$ cat config.mk
export PLATFORM = sky130hd
export DESIGN_NAME = spi_core_flat
export DESIGN_NICKNAME = d
export VERILOG_FILES = /design/src/rtl/spi_core_if.sv /design/src/rtl/spi_core.sv /design/src/flat_wrapper.sv
export SDC_FILE = /design/constraint.sdc
export NUM_CORES = 1
export LEC_CHECK = 0
export BUFFER_PORTS_ARGS = -buffer_cell sky130_fd_sc_hd__buf_2
export CAP_MARGIN = 5
export CORE_MARGIN = 4
export CORE_UTILIZATION = 30
export DETAILED_ROUTE_END_ITERATION = 16
export GPL_TIMING_DRIVEN = 1
export MAX_ROUTING_LAYER = met4
export PLACE_DENSITY_LB_ADDON = 0.15
export SLEW_MARGIN = 0
export SYNTH_ARGS = -nofsm -noshare
export SYNTH_HDL_FRONTEND = slang
export SYNTH_SLANG_ARGS = --single-unit
$ cat constraint.sdc
create_clock -name clk -period 2.2 [get_ports clk]
set_input_delay 0.22 -clock clk [delete_from_list [all_inputs] [get_ports clk]]
set_output_delay 0.22 -clock clk [all_outputs]
set_load 0.02 [all_outputs]
$ cat src/rtl/spi_core_if.sv
// Slot bus between the MMIO controller and the SPI master peripheral.
// The controller drives the strobes; the core returns combinational read data.
interface spi_core_if;
  logic        cs;
  logic        read;
  logic        write;
  logic [4:0]  reg_addr;
  logic [31:0] wr_data;
  logic [31:0] rd_data;

  modport master (
    output cs, read, write, reg_addr, wr_data,
    input  rd_data
  );

  modport slave (
    input  cs, read, write, reg_addr, wr_data,
    output rd_data
  );
endinterface

$ cat src/rtl/spi_core.sv
// 8-bit SPI master slot: programmable divisor, CPOL/CPHA, S slave selects.
// Timing settings are captured at transfer start so reconfiguration is safe.
module spi_core #(
  parameter int S = 2
) (
  input  logic         clk,
  input  logic         reset,
  spi_core_if.slave    bus,
  output logic         spi_sclk,
  output logic         spi_mosi,
  input  logic         spi_miso,
  output logic [S-1:0] spi_ss_n,
  output logic         spi_done
);

  localparam logic [1:0] IDLE = 2'd0;
  localparam logic [1:0] DLY  = 2'd1;
  localparam logic [1:0] P0   = 2'd2;
  localparam logic [1:0] P1   = 2'd3;

  logic [1:0]   state_q, state_d;
  logic [15:0]  c_q, c_d;
  logic [2:0]   n_q, n_d;
  logic [7:0]   tx_q, tx_d;
  logic [7:0]   rx_q, rx_d;
  logic [7:0]   rxb_q, rxb_d;
  logic [15:0]  dv_q, dv_d;
  logic         pol_q, pol_d;
  logic         pha_q, pha_d;
  logic [S-1:0] ss_q;
  logic [15:0]  dvsr_q;
  logic         cpol_q;
  logic         cpha_q;
  logic         wr1, wr2, wr3;
  logic         last;
  logic         ready;

  always_comb begin
    wr1 = 1'b0;
    wr2 = 1'b0;
    wr3 = 1'b0;
    if (bus.cs && bus.write) begin
      unique case (bus.reg_addr)
        5'd1:    wr1 = 1'b1;
        5'd2:    wr2 = 1'b1;
        5'd3:    wr3 = 1'b1;
        default: ;
      endcase
    end
  end

  assign last = (c_q == dv_q);

  always_comb begin
    state_d  = state_q;
    c_d      = c_q;
    n_d      = n_q;
    tx_d     = tx_q;
    rx_d     = rx_q;
    rxb_d    = rxb_q;
    dv_d     = dv_q;
    pol_d    = pol_q;
    pha_d    = pha_q;
    spi_done = 1'b0;
    unique case (state_q)
      IDLE: begin
        if (wr3) begin
          tx_d    = bus.wr_data[7:0];
          n_d     = 3'd0;
          c_d     = 16'd0;
          dv_d    = dvsr_q;
          pol_d   = cpol_q;
          pha_d   = cpha_q;
          state_d = cpha_q ? DLY : P0;
        end
      end
      DLY: begin
        if (last) begin
          c_d     = 16'd0;
          state_d = P0;
        end else begin
          c_d = c_q + 16'd1;
        end
      end
      P0: begin
        if (last) begin
          c_d     = 16'd0;
          rx_d    = {rx_q[6:0], spi_miso};
          state_d = P1;
        end else begin
          c_d = c_q + 16'd1;
        end
      end
      P1: begin
        if (last) begin
          c_d = 16'd0;
          if (n_q == 3'd7) begin
            rxb_d    = rx_q;
            spi_done = 1'b1;
            state_d  = IDLE;
          end else begin
            tx_d    = {tx_q[6:0], 1'b0};
            n_d     = n_q + 3'd1;
            state_d = P0;
          end
        end else begin
          c_d = c_q + 16'd1;
        end
      end
      default: state_d = IDLE;
    endcase
  end

  always_ff @(posedge clk) begin
    if (reset) begin
      state_q <= IDLE;
      c_q     <= '0;
      n_q     <= '0;
      tx_q    <= '0;
      rx_q    <= '0;
      rxb_q   <= '0;
      dv_q    <= '0;
      pol_q   <= 1'b0;
      pha_q   <= 1'b0;
      ss_q    <= '1;
      dvsr_q  <= '0;
      cpol_q  <= 1'b0;
      cpha_q  <= 1'b0;
    end else begin
      state_q <= state_d;
      c_q     <= c_d;
      n_q     <= n_d;
      tx_q    <= tx_d;
      rx_q    <= rx_d;
      rxb_q   <= rxb_d;
      dv_q    <= dv_d;
      pol_q   <= pol_d;
      pha_q   <= pha_d;
      if (wr1) ss_q <= bus.wr_data[S-1:0];
      if (wr2) begin
        dvsr_q <= bus.wr_data[15:0];
        cpol_q <= bus.wr_data[16];
        cpha_q <= bus.wr_data[17];
      end
    end
  end

  assign ready = (state_q == IDLE);

  // Idle clock level tracks the live CPOL so the line settles before a start.
  always_comb begin
    if (ready) spi_sclk = cpol_q;
    else if (pha_q) spi_sclk = pol_q ^ (state_q == P0);
    else spi_sclk = pol_q ^ (state_q == P1);
  end

  assign spi_mosi = !ready && tx_q[7];
  assign spi_ss_n = ss_q;

  assign bus.rd_data = (bus.reg_addr == 5'd0)
                     ? {23'b0, ready, rxb_q}
                     : 32'h0;

  logic unused_bus;
  assign unused_bus = ^{bus.read, bus.wr_data[31:18]};

endmodule

$ cat src/flat_wrapper.sv
// flat-port wrapper written by rule: the top's interface ports become plain ports
module spi_core_flat 
#(
  parameter int S = 2
)
  (clk, reset, spi_sclk, spi_mosi, spi_miso, spi_ss_n, spi_done, bus_cs, bus_read, bus_write, bus_reg_addr, bus_wr_data, bus_rd_data);
  spi_core_if bus_i ();
  input  logic clk;
  input  logic reset;
  output logic spi_sclk;
  output logic spi_mosi;
  input  logic spi_miso;
  output logic [S-1:0] spi_ss_n;
  output logic spi_done;
  input wire logic [$bits(bus_i.cs)-1:0] bus_cs;
  input wire logic [$bits(bus_i.read)-1:0] bus_read;
  input wire logic [$bits(bus_i.write)-1:0] bus_write;
  input wire logic [$bits(bus_i.reg_addr)-1:0] bus_reg_addr;
  input wire logic [$bits(bus_i.wr_data)-1:0] bus_wr_data;
  output wire logic [$bits(bus_i.rd_data)-1:0] bus_rd_data;
  assign bus_i.cs = bus_cs;
  assign bus_i.read = bus_read;
  assign bus_i.write = bus_write;
  assign bus_i.reg_addr = bus_reg_addr;
  assign bus_i.wr_data = bus_wr_data;
  assign bus_rd_data = bus_i.rd_data;
  spi_core #(.S(S)) u_core (.clk(clk), .reset(reset), .bus(bus_i), .spi_sclk(spi_sclk), .spi_mosi(spi_mosi), .spi_miso(spi_miso), .spi_ss_n(spi_ss_n), .spi_done(spi_done));
endmodule
Yosys cells after proc, flatten, opt, wreduce, memory -nomap -nowiden
Cells that the tools add are included.
Cells by class
  multipliers: 0
  shift operators: 0
  $lt $le $gt $ge: 0
  div/mod/pow operators: 0
  reduce and logical (&&, ||, !) cells: 12
  equality and inequality tests: 13
  mux-type cells: 30
  $add $sub $neg: 2
  bitwise operators: 2
Operator list (count)
  2-to-1 mux 16 bit: 2
  one-hot mux 16 bit (2 select lines): 1
  2-to-1 mux 8 bit: 3
  adder 16 x 1 -> 16 bit (second input constant): 1
  == test 16 bit: 1
  one-hot mux 8 bit (2 select lines): 1
  2-to-1 mux 2 bit: 6
  2-to-1 mux 1 bit: 11
  == test 5 x 2 -> 1 bit (second input constant): 2
  2-to-1 mux 3 bit: 3
  2-to-1 mux 9 bit: 1
  inequality test 2 x 1 -> 1 bit (second input constant): 4
  one-hot mux 2 bit (4 select lines): 1
  AND reduction 4 bit: 2
  one-hot mux 3 bit (2 select lines): 1
  == test 5 x 1 -> 1 bit (second input constant): 1
  zero test 5 bit: 1
  == test 2 bit (second input constant): 2
  AND reduction 2 bit: 2
  adder 3 x 1 -> 3 bit (second input constant): 1
  == test 3 bit (second input constant): 1
  AND reduction 3 bit: 1
  OR reduction 3 bit: 1
  == test 2 x 1 -> 1 bit (second input constant): 1
  6 further kinds: 8
Storage, ports and cells
  bits of input ports: 43
  memories: 0
  bits in writable memories: 0
  logic and storage cells: 72
  memory bits (read-only): 0
  bits in latches: 0
  flip-flop bits (word level): 83

Logic depth before layout (Yosys ltp)
Gate-level depths: netlist of the first run.
  word-level depth: 5
  mapped depth: 7
  depth with buffers taken out: 6

Worst setup path after synthesis of the first run
No wires, ideal clock.
  path kind: reg-to-reg
  start point: reg u_core.c_q[7]
  end point: reg u_core.rxb_q[0]
  slack: 0.400 ns
  period minus slack after synthesis: 1.800 ns
  required time: 2.128 ns
  cell stages (with the launch flop): 7
  arrival time: 1.728 ns
  buffers on the path: 1
  library setup time: 0.072 ns
  cells stage by stage: dfxtp_1 -> buf_2 -> xor2_1 -> nor4_2 -> nand4_2 -> nor2_4 -> mux2i_1
On the way
  word-level cells in the longest chain between the ends: 2
RTL lines
  start, declared: line spi_core.sv:22  | logic [15:0] c_q, c_d;
  start signal, assigned: line spi_core.sv:117  | c_q <= '0;
  start signal, assigned: line spi_core.sv:131  | c_q <= c_d;
  == test 16 bit: line spi_core.sv:52  | assign last = (c_q == dv_q);
  AND reduction 3 bit (no line)
  end signal, assigned: line spi_core.sv:135  | rxb_q <= rxb_d;
  end, declared: line spi_core.sv:26  | logic [7:0] rxb_q, rxb_d;
Every way passes these cells.
A chain may end at the register's enable or synchronous reset.

Final worst setup path of the first run
  start point: reg u_core.dv_q[10]
  end point: out spi_done
On the way
  word-level cells in the longest chain between the ends: 3
RTL lines
  start, declared: line spi_core.sv:27  | logic [15:0] dv_q, dv_d;
  start signal, assigned: line spi_core.sv:136  | dv_q <= dv_d;
  == test 16 bit: line spi_core.sv:52
  2-to-1 mux 1 bit: line spi_core.sv:95  | if (last) begin
  2-to-1 mux 1 bit: line spi_core.sv:65  | unique case (state_q)
  end, declared: line flat_wrapper.sv:14  | output logic spi_done;
Every way passes these cells.

==> flow_summary.ini, run 1 <==
[clocking]
root_buffer = clkbuf_16
numCtsBuffers = 9
h-tree-depth = 3
cts_tree = done
clk_pin_slew_ps = 60
clock-sinks = 83
clock_latency_ps = 340
cts_buffer_depth = 2

[placement]
numPortBuffers = 41
place_congestion = 0.7637
placed_cells = 658
hpwlAfterDp_um = 6399
placed_cell_area_mm2 = 0.004325

[logic_synthesis]
synth_top_family_by_area = simple AND/OR/NAND/NOR gates
synthesis.area_mm2 = 0.003955
muxShareOfSynthArea_pct = 11.89
yosysWarnings = 0
yosys.area_share.xor_xnor_pct = 4.208
ys_seq_elements = 83
ys.flop_type = dfxtp_1
synth-simple-area-share_pct = 22.18
postSynthAreaPerCell_um2 = 8.731
synthCells = 453
synth-seq-area-share_pct = 42.01
async_flop_share_pct = 0
ys_top_cells_by_count = dfxtp_1, nand2_1, mux2i_1
synth_most_common_cell = dfxtp_1
synth_top_area_cell = dfxtp_1
synth_fa_ha_area_share_pct = 0.9491
synth_compound_area_share_pct = 10.91
synth.distinct_cells = 40
netlist_top_cells_area = dfxtp_1, mux2i_1, nand2_1
netlist.area_leader.share_pct = 42.01
synth-edff-count = 0

[route]
wl_per_cell_um = 13.42
antenna_left = 0
finalWirelength_um = 9096
vias = 3221
drc = 0
post_drt_via_cell_ratio = 4.751
dr.pass1.iters = 4
drt_iter0_markers = 185

[setup_path]
cp_data_arrival_time_ps = 1880
critPathMaxStageDelay_ps = 350
startpoint_type = flip-flop
path_cells = xor2_1 > nor4_2 > nand4_2 > buf_12 > nor2_4 > buf_4
cp_num_buf_inv = 2
crit_fanout = 12
cpLargestDelayFamily = simple AND/OR/NAND/NOR gates
critPathCaptureType = output port
crit_slowest_cell = nor4_2
crit_type = reg -> out
rrSetupSlack_ps = 300
cp.required_ps = 1980

[layout]
nNetsFinal = 547
design_area_mm2 = 0.004679
diodes = 0
final_cells = 678
area_growth_pct = 18.32
utilization_pct = 36.63
drive_gt1_share_pct = 18.38

[global_routing]
grt_usage_pct = 13.19
antenna_found_initial = 0
grt-ovfl-total = 0
grt_first_pass_wirelength_um = 15160
grt_start_max_net_pins = 44
grt_pass1_vias = 3120

[floorplan]
fp.dieH_um = 122.8
rows = 41
pin_count = 80
start_util_pct = 30.96
die-area_mm2 = 0.01508
core_area_mm2 = 0.01277
die_w_um = 122.8

[sta]
fin_tns_setup_ps = 0
skew_ps = 14.94
fmax_ghz = 0.4765
slew_violations = 0
fin_crit_sh_pct = 95.38
final-hold-violation-count = 0
worstMarginPinSlew_ps = 958.0
relSlewSlack_pct = 36.13
setup_viol = 0
period_needed_ps = 2098

[outcome]
status = completed

[hold_path]
hold_class = in -> reg

[run]
cap_violations = 0

[power_and_ir_drop]
ir_drop_mv = 0.3172
p_leak_uw = 0.001896
powerDensity_mw_per_mm2 = 671.3
-- where the power goes --
part / internal, µW / switching (µW) / leakage [µW] / total, µW
Sequential: 1510 / 7.49 / 0.000671 / 1520
Clock: 801 / 607 / 0.000134 / 1410
Combinational: 70.6 / 145 / 0.00109 / 215
Total: 2380 / 759 / 0.00190 / 3140
-- registers in the layout (all words and copies together), names as in the netlist, 2 cells and up --
name / cells
u_core.n_q: 3
u_core.c_q: 16
u_core.rxb_q: 8
u_core.spi_ss_n: 2
u_core.dvsr_q: 16
u_core.tx_q: 8
u_core.dv_q: 16
u_core.state_q: 2
u_core.rx_q: 8
-- routing by layer --
metal / global-route usage (%) / wire (µm) / up-vias
li1: - / - / 1643
met1: 16.99 / 4366 / 1504
met2: 19.95 / 4279 / 65
met3: 3.594 / 368 / 9
met4: 4.549 / 82 / 0
met5: - / 0 / -
-- worst min-delay path: stages --
cell,delay [ps]
buf_2,70
mux2i_1,50
nor2_1,70
-- timing repair --
action                                 4_1_cts  5_1_grt
buffers inserted                             1        2
gates cloned                                 0        1
hold buffers                                 0        0
gates resized for setup                      4        7
setup endpoints to repair                    1        1
endpoints found under the hold margin        0        0
pin swaps                                    2        4
-- final cells by class --
class	count	area (µm²)
inverters	7	26.28
clock buffers	13	250.2
fillers	1335	8094
repair buffers	64	410.4
well taps	172	215.2
multi-input cells	336	2087
clock inverters	3	22.52
flip-flops and latches	83	1668
-- cells by family after synthesis --
family                   after synthesis
adder cells (fa/ha/maj)                3
flip-flops                            83
AO/OA/AOI/OAI                         69
multiplexers                          47
other                                  1
AND/OR/NAND/NOR                      175
XOR/XNOR                              19
buffers and inverters                 56
-- cells in the final DEF (no fill, tap or decap), drive strengths merged --
cell type  count
nand2         71
nor4           4
nand4          9
or2            1
nand2b         2
o211a          1
o2111ai        1
or3            3
nor2b          8
xor2          19
and3          11
a211oi         1
a32o           3
o22ai         11
clkinv         2
mux2i         47
buf           63
dfxtp         83
nor3           5
o31ai          2
a21oi         29
ha             3
nand3         18
a2111oi        1
o311ai         3
and4           5
o21ai          5
clkbuf        14
a31oi         10
conb          23
nor2          25
and2          13
inv            8
a41oi          2
-- final timing paths --
path                                  start                            end  cells after the start
max            u_core.dv_q[10]$_SDFFE_PP0P_                       spi_done                      6
min                          bus_wr_data[8]  u_core.dvsr_q[8]$_SDFFE_PP0P_                      3
max reg2reg    u_core.dv_q[10]$_SDFFE_PP0P_   u_core.rxb_q[1]$_SDFFE_PP0P_                      8
min reg2reg  u_core.dvsr_q[11]$_SDFFE_PP0P_   u_core.dv_q[11]$_SDFFE_PP0P_                      2
-- stage by stage --
step                hold slack [ps]  setup WS, ps  total power, µW
detailed placement            447.3         163.6             1766
CTS                           101.2         22.53             3199
floorplan                     348.5         400.4             1718
global route                  111.4        -15.60             3279
global placement              443.1         191.5             1764
finish                        112.5         101.5             3141
No activity file was read; power rests on OpenSTA's default activity.
==> inputs of run 2 (changes only) <==
--- a/config.mk
+++ b/config.mk
@@ -13,6 +13,7 @@
 export GPL_TIMING_DRIVEN = 1
 export MAX_ROUTING_LAYER = met4
 export PLACE_DENSITY_LB_ADDON = 0.15
+export SETUP_SLACK_MARGIN = 0.2
 export SLEW_MARGIN = 0
 export SYNTH_ARGS = -nofsm -noshare
 export SYNTH_HDL_FRONTEND = slang
==> flow_summary.ini, run 2 (synthesis gave the netlist of run 1 again) <==
[outcome]
status = completed

[layout]
fillCellCount = 1334
layout_commonest_cell = dfxtp_1
top_regs = u_core.c_q: 16 flops, u_core.dv_q: 16 flops, u_core.dvsr_q: 16 flops
nNetsFinal = 554
drive_gt1_share_pct = 21.25
area_growth_pct = 20.91
diodes = 0
layout_common_cells = dfxtp_1, nand2_1, mux2i_1, buf_2, a21oi_1

[route]
dr.pass1.iters = 4
wl_per_cell_um = 13.51
finalWirelength_um = 9253
drt_iter0_markers = 198
drc = 0
vias = 3227
antenna_left = 0
post_drt_via_cell_ratio = 4.711

[setup_path]
crit_type = reg -> out
cp.required_ps = 1980
crit_slowest_cell = dfxtp_2
startpoint_type = flip-flop
critPathCaptureType = output port
cp_data_arrival_time_ps = 1770
crit_fanout = 3
critPathMaxStageDelay_ps = 330
path_cells = xor2_1 > nor4_2 > buf_4 > nand4_4 > buf_12 > nor2_4 > buf_6

[floorplan]
die_w_um = 122.8
fp.dieH_um = 122.8
start_util_pct = 30.96
rows = 41
die-area_mm2 = 0.01508
core_area_mm2 = 0.01277
pin_count = 80

[placement]
numPortBuffers = 41
place_congestion = 0.7637
hpwlAfterDp_um = 6399

[clocking]
postCtsHoldBufs = 0
cts_tree = done
clock_latency_ps = 340
cts_buffer_depth = 2
numCtsBuffers = 9
clk_pin_slew_ps = 60
h-tree-depth = 3
clock-sinks = 83
root_buffer = clkbuf_16

[sta]
setup_viol = 0
period_needed_ps = 1986
fin_tns_setup_ps = 0
skew_ps = 15.49
fin_crit_sh_pct = 90.28
hold_ws_ps = 110.8
worstMarginPinSlew_ps = 514.7
fmax_ghz = 0.5035
rsz0062_at_grt = true
relSlewSlack_pct = 65.69
slew_violations = 0
final-hold-violation-count = 0

[power_and_ir_drop]
ir_drop_mv = 0.3223
p_sw_uw = 768.8
seqPwrFrac_pct = 48.1
swShare_pct = 24.35
powerDensity_mw_per_mm2 = 660.2
combPwrFrac_pct = 7.1
p_int_uw = 2389
p_leak_uw = 0.001943
clockPowerShare_pct = 44.8

[run]
cap_violations = 0

[hold_path]
hold_class = in -> reg

[global_routing]
grt_first_pass_wirelength_um = 15570
grt_start_max_net_pins = 44
grt_pass1_vias = 3167
grt-ovfl-total = 0
grt_usage_pct = 13.60
antenna_found_initial = 0
[run 2: changes by cell type in the layout (fill, tap and decap cells not counted), sizes merged]
cell,delta
buf,+7
clkbuf,-1
bufbuf,+1
[run 2: final cells by class]
| cell class | instances | area, µm² | area share [%] |
|---|---|---|---|
| Multi-Input combinational cell | 336 | 2102 | 43.96 |
| Tap cell | 172 | 215.2 | 4.500 |
| Sequential cell | 83 | 1675 | 35.03 |
| Clock buffer | 13 | 250.2 | 5.233 |
| Timing Repair Buffer | 71 | 490.5 | 10.26 |
| Inverter | 7 | 26.28 | 0.5495 |
| Clock inverter | 3 | 22.52 | 0.4710 |
[run 2: worst max-delay path: cells and delay by family, from the launching register on]
kind | cells | cell delay, ps
xor gates and xnor gates | 1 | 160
buffers and inverters | 3 | 450
DFF | 1 | 330
and+or+nand+nor | 3 | 490
[run 2: routing by layer]
metal | up-vias | wire length, µm | GRT usage [%]
met1 | 1502 | 4512 | 17.56
met2 | 67 | 4328 | 20.77
met3 | 7 | 345 | 3.641
li1 | 1651 | - | -
met4 | 0 | 67 | 4.269
met5 | - | 0 | -
[run 2: worst paths after layout]
path / startpoint / end / slack, ps / cells after the start
setup / recovery: u_core.dv_q[2]$_SDFFE_PP0P_ / spi_done / 210 / 7
setup reg to reg: u_core.dv_q[2]$_SDFFE_PP0P_ / u_core.n_q[0]$_SDFFE_PP0P_ / 310 / 8
hold reg to reg: u_core.dvsr_q[11]$_SDFFE_PP0P_ / u_core.dv_q[11]$_SDFFE_PP0P_ / 450 / 2
hold / removal: bus_wr_data[8] / u_core.dvsr_q[8]$_SDFFE_PP0P_ / 110 / 3
[run 2: power groups by stage]
stage               Sequential (µW)  Clock [µW]  Combinational (µW)
finish                         1520        1420                 224
global route                   1520        1520                 248
detailed placement             1550           0                 215
global placement               1550           0                 213
CTS                            1520        1460                 217
floorplan                      1550           0                 169
[run 2: through the flow]
| step | cells | power, µW | util (%) | area [µm²] | setup WS (ps) |
|---|---|---|---|---|---|
| detailed placement | 658 | 1766 | 33.86 | 4325 | 163.6 |
| CTS | 684 | 3199 | 37.17 | 4748 | 203.8 |
| floorplan | 475 | 1718 | - | 4038 | 400.4 |
| finish | 685 | 3157 | 37.44 | 4782 | 213.9 |
| global route | 685 | 3286 | 37.44 | 4782 | 88.02 |
| global placement | 658 | 1764 | 33.86 | 4325 | 191.5 |
[run 2: timing repair]
action	in CTS	in global routing
setup endpoints to repair	18	39
resized for setup	15	8
pin swaps	6	3
cloned	1	0
buffers inserted	9	1
==> inputs of run 3 (changes only) <==
--- a/config.mk
+++ b/config.mk
@@ -8,7 +8,7 @@
 export BUFFER_PORTS_ARGS = -buffer_cell sky130_fd_sc_hd__buf_2
 export CAP_MARGIN = 5
 export CORE_MARGIN = 4
-export CORE_UTILIZATION = 30
+export CORE_UTILIZATION = 55
 export DETAILED_ROUTE_END_ITERATION = 16
 export GPL_TIMING_DRIVEN = 1
 export MAX_ROUTING_LAYER = met4
==> flow_summary.ini, run 3 (synthesis gave the netlist of run 1 again) <==
[route]
drc = 0
antenna_left = 0
post_drt_via_cell_ratio = 5.360
vias = 3248
finalWirelength_um = 8594
wl_per_cell_um = 14.18
drt_iter0_markers = 164
dr.pass1.iters = 5

[global_routing]
grt_usage_pct = 20.74
antenna_found_initial = 0
grt_first_pass_wirelength_um = 14210
grt-ovfl-total = 0
grt_pass1_vias = 3078
grt_start_max_net_pins = 46

[layout]
layout_commonest_cell = dfxtp_1
area_growth_pct = 16.13
layout_common_cells = dfxtp_1, nand2_1, mux2i_1, buf_2, a21oi_1
final_cells = 606
nNetsFinal = 551
diodes = 0
top_regs = u_core.c_q: 16 flops, u_core.dv_q: 16 flops, u_core.dvsr_q: 16 flops
utilization_pct = 66.50
design_area_mm2 = 0.004593
drive_gt1_share_pct = 20.78

[placement]
numPortBuffers = 41
placed_cell_area_mm2 = 0.004230
hpwlAfterDp_um = 5930
place_congestion = 0.8458
placed_cells = 582

[floorplan]
die-area_mm2 = 0.008612
core_area_mm2 = 0.006907
pin_count = 80
rows = 30
fp.dieH_um = 92.80
die_w_um = 92.80
start_util_pct = 57.26

[setup_path]
r2r-start = u_core.dv_q[7]$_SDFFE_PP0P_
startpoint_type = flip-flop
worstReg2RegEnd = u_core.n_q[0]$_SDFFE_PP0P_
rrSetupSlack_ps = 210
critPathCaptureType = output port
crit_slowest_cell = nor4_2
cp_data_arrival_time_ps = 1800
path_cells = xor2_1 > nor4_2 > nand4_2 > buf_12 > nor2_4 > buf_6
cp.required_ps = 1980
crit_type = reg -> out
crit_fanout = 2
critPathMaxStageDelay_ps = 360
ff2ff_path_depth = 7

[sta]
final-hold-violation-count = 0
setup_viol = 0
fin_tns_setup_ps = 0
rsz0062_at_grt = true
period_needed_ps = 2023
fmax_ghz = 0.4944
skew_ps = 17.60
fin_crit_sh_pct = 91.95
slew_violations = 0

[hold_path]
hold_class = in -> reg
holdPathEnd = u_core.dvsr_q[11]$_SDFFE_PP0P_
hold_depth = 3
hold_start = bus_wr_data[11]

[clocking]
root_buffer = clkbuf_8
clk_pin_slew_ps = 100
numCtsBuffers = 9
cts_buffer_depth = 2
cts_tree = done
postCtsHoldBufs = 0
clock-sinks = 83
h-tree-depth = 3
clock_latency_ps = 360

[power_and_ir_drop]
p_leak_uw = 0.001905
powerDensity_mw_per_mm2 = 630.0
ir_drop_mv = 0.3949
power_uw = 2894

[run]
cap_violations = 0

[outcome]
status = completed
[run 3: changes by cell type in the layout (fill, tap and decap cells not counted), sizes merged]
cell    previous run  this run
buf               70        67
clkbuf            13        10
inv                8        11
bufinv             0         1
clkinv             2         1
[run 3: power breakdown]
| part | internal (µW) | total, µW | leakage, µW | switching, µW |
|---|---|---|---|---|
| Sequential | 1510 | 1520 | 0.000673 | 8.27 |
| Clock | 571 | 1160 | 0.000108 | 587 |
| Combinational | 76.1 | 221 | 0.00112 | 145 |
[run 3: cell type report]
cell class | instances | area, µm²
clock buffers | 10 | 137.6
clock inverters | 6 | 70.07
multi-input cells | 336 | 2101
well taps | 96 | 120.1
fillers | 600 | 2313
flip-flops and latches | 83 | 1674
inverters | 7 | 26.28
repair buffers | 68 | 464.2
[run 3: how the worst max path moves through the flow]
stage / from / end / slack (ps) / depth (start not counted)
6_report: u_core.dv_q[7]$_SDFFE_PP0P_ / spi_done / 180 / 6
5_1_grt: u_core.c_q[2]$_SDFFE_PP0P_ / spi_done / 90 / 6
4_1_cts: u_core.dv_q[7]$_SDFFE_PP0P_ / spi_done / 150 / 6
3_3_place_gp: u_core.c_q[10]$_SDFFE_PP0P_ / u_core.tx_q[3]$_SDFFE_PP0P_ / 320 / 6
3_5_place_dp: u_core.c_q[4]$_SDFFE_PP0P_ / u_core.rxb_q[2]$_SDFFE_PP0P_ / 280 / 7
2_1_floorplan: u_core.c_q[7]$_SDFFE_PP0P_ / u_core.rxb_q[0]$_SDFFE_PP0P_ / 400 / 6
[run 3: worst max-delay path, delay by kind of cell (launching register included)]
kind | cells | cell delay (ps)
buffers and inverters | 2 | 310
and+or+nand+nor | 3 | 630
DFF | 1 | 340
xor gates and xnor gates | 1 | 160
[run 3: per-layer routing]
layer	wire length [µm]	vias up	track usage [%]
met2	4147	60	33.35
met3	318	10	4.224
met1	4010	1539	26.67
met5	0	-	-
met4	118	0	5.617
li1	-	1639	-
[run 3: through the flow]
stage,hold WS (ps),worst slack (ps)
global placement,441.2,315.7
global route,89.20,85.83
CTS,89.52,145.7
detailed placement,443.8,275.0
floorplan,348.5,400.4
finish,102.9,177.2
[run 3: what timing repair did]
action                     in CTS  in global routing
setup buffers                   3                  4
gates resized for setup         9                 10
setup endpoints to repair       1                 35
cloned                          1                  0
pin swaps                       3                  6
